==> src/rtl/boot_loader_ctrl_pkg.sv <==
// Shared definitions for the boot loader: FSM state encoding and default settle time.
// Latency: n/a (constants and a pure helper function only).
// Backpressure: n/a.
package boot_loader_ctrl_pkg;

  typedef logic [1:0] state_t;

  // Binary state encoding kept as plain constants so older tools and dumps read it directly.
  localparam state_t ST_HALT   = 2'd0;
  localparam state_t ST_LOAD   = 2'd1;
  localparam state_t ST_SETTLE = 2'd2;
  localparam state_t ST_RUN    = 2'd3;

  // Cycles between the last RAM write and core release, so the write lands before fetch.
  localparam int HOLD_DEFAULT = 2;

  // A download is in flight (either taking words or letting the last write settle).
  function automatic logic is_busy(input state_t s);
    return (s == ST_LOAD) || (s == ST_SETTLE);
  endfunction

endpackage

==> src/rtl/boot_loader_ctrl_settle_counter.sv <==
// Settle timer: down-counter armed on the last download word, terminal flag at zero.
// Latency: tc asserts on the HOLD-th cycle of counting after start (start loads HOLD-1).
// Backpressure: none; counts only while en is high, holds otherwise.
module settle_counter
  import boot_loader_ctrl_pkg::*;
#(
  parameter int HOLD = HOLD_DEFAULT
) (
  input  logic clk,
  input  logic rst,
  input  logic start,
  input  logic en,
  output logic tc
);

  localparam int CW = (HOLD > 1) ? $clog2(HOLD) : 1;

  logic [CW-1:0] cnt;

  // Arm with HOLD-1 so that the count-0 cycle is the last of exactly HOLD settle cycles.
  always_ff @(posedge clk or negedge rst) begin
    if (!rst) begin
      cnt <= '0;
    end else if (start) begin
      cnt <= CW'(HOLD - 1);
    end else if (en && (cnt != '0)) begin
      cnt <= cnt - CW'(1);
    end
  end

  assign tc = (cnt == '0);

endmodule

==> src/rtl/boot_loader_ctrl.sv <==
// Boot loader: streams a program image into instruction RAM, then releases the core.
// Latency: each accepted word is written one cycle later; core release HOLD cycles after the last write.
// Backpressure: s_ready is high only while loading; s_valid low simply stalls the download.
module boot_loader_ctrl
  import boot_loader_ctrl_pkg::*;
#(
  parameter int AW   = 7,
  parameter int DW   = 32,
  parameter int HOLD = HOLD_DEFAULT
) (
  input  logic          clk,
  input  logic          rst,
  input  logic          load_start,
  input  logic [AW-1:0] load_base,
  input  logic [AW:0]   load_len,
  input  logic          run_en,
  input  logic          s_valid,
  input  logic [DW-1:0] s_data,
  output logic          s_ready,
  output logic          ram_wen,
  output logic [AW-1:0] ram_addr,
  output logic [DW-1:0] ram_wdata,
  output logic          core_ready,
  output logic          busy,
  output logic          done,
  output logic          err
);

  localparam logic [AW:0] ONE_WORD = (AW + 1)'(1);
  localparam logic [AW:0] FULL_LEN = {1'b1, {AW{1'b0}}};

  state_t        state;
  logic [AW-1:0] addr_cnt;
  logic [AW:0]   word_cnt;
  logic          xfer;
  logic          last_xfer;
  logic          start_ok;
  logic          settle_tc;

  // A restart is only honoured when no download is in flight.
  assign start_ok  = load_start && !is_busy(state);
  assign xfer      = s_valid && s_ready;
  assign last_xfer = xfer && (word_cnt == ONE_WORD);

  assign s_ready    = (state == ST_LOAD);
  assign core_ready = (state == ST_RUN);
  assign busy       = is_busy(state);

  settle_counter #(
    .HOLD (HOLD)
  ) u_settle (
    .clk   (clk),
    .rst   (rst),
    .start (last_xfer),
    .en    (state == ST_SETTLE),
    .tc    (settle_tc)
  );

  // Main sequencing: HALT/RUN wait for work, LOAD takes words, SETTLE lets the last write land.
  always_ff @(posedge clk or negedge rst) begin
    if (!rst) begin
      state <= ST_HALT;
    end else begin
      case (state)
        ST_HALT: begin
          if (load_start)  state <= ST_LOAD;
          else if (run_en) state <= ST_RUN;
        end
        ST_LOAD: begin
          if (last_xfer) state <= ST_SETTLE;
        end
        ST_SETTLE: begin
          if (settle_tc) state <= ST_RUN;
        end
        ST_RUN: begin
          // run_en low is deliberately not an exit; only a new download stops the core.
          if (load_start) state <= ST_LOAD;
        end
        default: state <= ST_HALT;
      endcase
    end
  end

  // Address and remaining-word counters; a zero length means a full RAM image.
  always_ff @(posedge clk or negedge rst) begin
    if (!rst) begin
      addr_cnt <= '0;
      word_cnt <= '0;
    end else if (start_ok) begin
      addr_cnt <= load_base;
      word_cnt <= (load_len == '0) ? FULL_LEN : load_len;
    end else if (xfer) begin
      addr_cnt <= addr_cnt + AW'(1);
      word_cnt <= word_cnt - ONE_WORD;
    end
  end

  // Registered RAM write port; data passes through untouched, the core does its own byte swap.
  always_ff @(posedge clk or negedge rst) begin
    if (!rst) begin
      ram_wen   <= 1'b0;
      ram_addr  <= '0;
      ram_wdata <= '0;
    end else begin
      ram_wen <= xfer;
      if (xfer) begin
        ram_addr  <= addr_cnt;
        ram_wdata <= s_data;
      end
    end
  end

  // done marks only the SETTLE->RUN handoff, never a direct run_en release.
  always_ff @(posedge clk or negedge rst) begin
    if (!rst) begin
      done <= 1'b0;
    end else begin
      done <= (state == ST_SETTLE) && settle_tc;
    end
  end

  // Sticky protocol error: a start request arriving mid-download; cleared by an accepted start.
  always_ff @(posedge clk or negedge rst) begin
    if (!rst) begin
      err <= 1'b0;
    end else if (start_ok) begin
      err <= 1'b0;
    end else if (load_start && is_busy(state)) begin
      err <= 1'b1;
    end
  end

endmodule

==> config.mk <==
export PLATFORM = sky130hd
export DESIGN_NAME = boot_loader_ctrl
export DESIGN_NICKNAME = d
export VERILOG_FILES = /design/src/rtl/boot_loader_ctrl_pkg.sv /design/src/rtl/boot_loader_ctrl_settle_counter.sv /design/src/rtl/boot_loader_ctrl.sv
export SDC_FILE = /design/constraint.sdc
export NUM_CORES = 1
export LEC_CHECK = 0
export CAP_MARGIN = 5
export CORE_ASPECT_RATIO = 0.9
export CORE_UTILIZATION = 40
export CTS_CLUSTER_SIZE = 16
export DETAILED_ROUTE_END_ITERATION = 10
export DONT_BUFFER_PORTS = 1
export GPL_TIMING_DRIVEN = 0
export SLEW_MARGIN = 10
export SYNTH_ARGS = -nofsm -noshare
export SYNTH_HDL_FRONTEND = slang
export SYNTH_SLANG_ARGS = --single-unit
==> constraint.sdc <==
create_clock -name clk -period 3.9 [get_ports clk]
set_clock_uncertainty 0.15 [all_clocks]
set_input_delay 0.195 -clock clk [delete_from_list [all_inputs] [get_ports clk]]
set_output_delay 0.195 -clock clk [all_outputs]
set_load 0.005 [all_outputs]
==> flow_metrics.py <==
metrics = {
    "critical_path": {
        "cp_max_fo": 7,
        "reg2reg_slack_ps": 1950,
        "endpoint_kind": "flop",
        "cp_data_required_time_ps": 4000,
        "critPathKind": "flop to flop",
        "worst_setup_path_start_kind": "flop",
        "worstPathArrival_ps": 2050,
    },
    "drt": {
        "ant_nets": 0,
        "wl_per_cell_um": 13.5,
        "dr.pass1.iters": 4,
        "drc": 0,
        "num_vias": 2034,
        "vias_per_cell": 4.68,
        "routed_wl_mm": 5.89,
        "drt_iter0_markers": 72,
    },
    "floorplanning": {
        "ios": 97,
        "start_util_pct": 42.1,
        "rows": 27,
        "fp.dieW_um": 87.5,
        "core_area_sq_um": 6250,
        "dieArea_sq_um": 6910,
        "die_h_um": 78.9,
    },
    "synth": {
        "synth_cell_types": 31,
        "synth_common_cells": "nand2_1 (135), dfrtp_1 (60), o21ai_0 (15), ha_1 (8), xor2_1 (8)",
        "synth.most_common_cell": "nand2_1",
        "ys_seq_area_share_pct": 57.1,
        "syn_area_sq_um": 2630,
        "synth_top_cell_by_area": "dfrtp_1",
        "synth-seq-cells": 60,
        "synth_area_leaders": "dfrtp_1 (57%), nand2_1 (19%), ha_1 (3.8%)",
        "async_flop_share_pct": 100,
        "synth_nets": 343,
        "avgSynthCellArea_sq_um": 9.30,
        "synthCells": 283,
        "yosys_warnings": 0,
        "synth_edf_count": 0,
        "ys.flop_type": "dfrtp_1",
        "synth_top_area_share_pct": 57.1,
    },
    "sta": {
        "setup_viol": 0,
        "rsz0062_at_grt": "false",
        "setup_ws_ps": 1950,
        "fmax_ghz": 0.512,
        "worst_pin_slew_ps": 467,
        "maxSlewViolCount": 0,
        "tns_ps": 0,
        "hold_viol": 0,
        "slew_headroom_pct": 68.9,
        "fin_crit_sh_pct": 50.1,
        "fin_crit_ps": 1950,
    },
    "clock_network": {
        "insertion_delay_ps": 320,
        "postCtsResizedCells": 0,
        "clk_pin_slew_ps": 60,
        "htree_levels": 3,
        "postCtsSetupRepairBufs": 0,
        "root_buffer": "clkbuf_8",
        "numCtsBuffers": 9,
        "numClockSinks": 60,
        "cts_buffer_depth": 2,
        "tritoncts": "built",
    },
    "flow_run": {
        "maxCapViolCount": 0,
    },
    "pwr": {
        "p_leak_nw": 1.69,
        "cellPowerDensity_nw_per_um2": 701,
        "finalPower_w": 0.00243,
        "ir_drop_v": 0.000447,
    },
    "place": {
        "io_buffer_count": 0,
        "place_ws_ps": 1930,
        "gp_congestion": 0.788,
        "dp_hpwl_mm": 3.79,
    },
    "cells_and_area": {
        "fillers": 578,
        "post-route-util_pct": 55.5,
        "drive_gt1_share_pct": 9.20,
        "num_antenna_cells": 0,
        "nNetsFinal": 404,
        "area_growth_pct": 31.8,
    },
    "global_route": {
        "grt_use_total_pct": 18.3,
        "antenna_found_initial": 0,
        "globalRouteOverflowTotal": 0,
        "grt_pass1_vias": 2072,
        "grt_pass1_wl_mm": 9.38,
        "grt_max_degree": 61,
    },
    "hold_path": {
        "min_path_type": "input port to flop",
    },
    "run_status": {
        "status": "finished clean",
    },
}
[registers in the layout, indices dropped and copies added, names as in the netlist]
| register | count |
|---|---|
| err | 1 |
| ram_addr | 7 |
| word_cnt | 8 |
| state | 2 |
| done | 1 |
| u_settle.cnt | 1 |
| ram_wdata | 32 |
| addr_cnt | 7 |
| ram_wen | 1 |
[power breakdown]
part           switching (W)  leakage, nW  internal (W)
Sequential          0.000256        0.734      0.000915
Combinational       0.000392        0.855      0.000298
Clock               0.000227        0.101      0.000344
Total               0.000875         1.69       0.00156
[placed cells by master (no fill, tap or decap), types with 2 or more instances in the layout]
master and n:
nor3_1 2, xnor2_1 5, nand2_1 135, xor2_1 8, nor4_2 2, buf_2 6
clkinvlp_4 2, o21ai_1 5, and3_1 3, nand3_1 2, nor2_1 3, nand4_1 2
clkbuf_8 12, ha_1 8, dlygate4sd3_1 49, clkbuf_1 4, nor2b_1 2, mux2i_1 2
o21ai_0 15, dfrtp_1 60, inv_1 6
[stage by stage]
step	cell area (sq um)	hold slack, ps	instances
after floorplan	2630	-251	283
after global placement	2740	-249	370
after detailed placement	2740	-249	370
after CTS	3470	39.2	435
after global routing	3470	92.4	435
final	3470	73.4	435
[logic make-up (layout without fill, tap and decap cells)]
| logic type | after synthesis | in the layout | share of synthesized area (%) |
|---|---|---|---|
| AND/OR/NAND/NOR | 157 | 157 | 25.6 |
| XOR/XNOR | 13 | 13 | 4.33 |
| flip-flops | 60 | 60 | 57.1 |
| buffers and inverters | 19 | 84 | 3.33 |
| adder cells (fa/ha/maj) | 8 | 8 | 3.80 |
| AO/OA/AOI/OAI | 23 | 23 | 4.71 |
| multiplexers | 3 | 3 | 1.19 |
[worst paths after layout]
path,from,end,cells after the start
setup reg to reg,state[1],state[1],7
min in group asynchronous,rst,ram_wdata[23],2
max in group asynchronous,rst,ram_wdata[7],2
hold / removal,s_valid,word_cnt[2],3
setup / recovery,state[1],state[1],7
hold reg to reg,u_settle.cnt,done,1
[per-layer routing]
metal	share of wire (%)	global-route usage (%)
met5	0	0
met1	43	21.1
met3	7.8	6.44
met2	48	31.0
met4	0.70	6.89
[critical path, stage by stage, from the launching register on]
cell and delay (ps):
dfrtp_1 390, inv_1 130, ha_1 310, nand2_2 190, inv_2 170, nand4b_2 150
a21oi_2 190, mux2i_1 190
[final cells by class]
| cell class | instances | area (sq um) | area share [%] |
|---|---|---|---|
| clock inverter | 3 | 45.0 | 1.30 |
| clock buffer | 12 | 165 | 4.76 |
| sequential | 60 | 1500 | 43.3 |
| multi-input combinational | 204 | 1040 | 30.1 |
| inverter | 7 | 26.3 | 0.758 |
| tap | 87 | 109 | 3.14 |
| timing repair buffer | 50 | 518 | 14.9 |
| buffer | 12 | 61.3 | 1.77 |
[timing repair]
item / CTS / global route
endpoints found under the hold margin: 109 / 0
endpoints found under the setup margin: 0 / 0
hold buffers: 50 / 0
No activity file was read; power rests on OpenSTA's default activity.
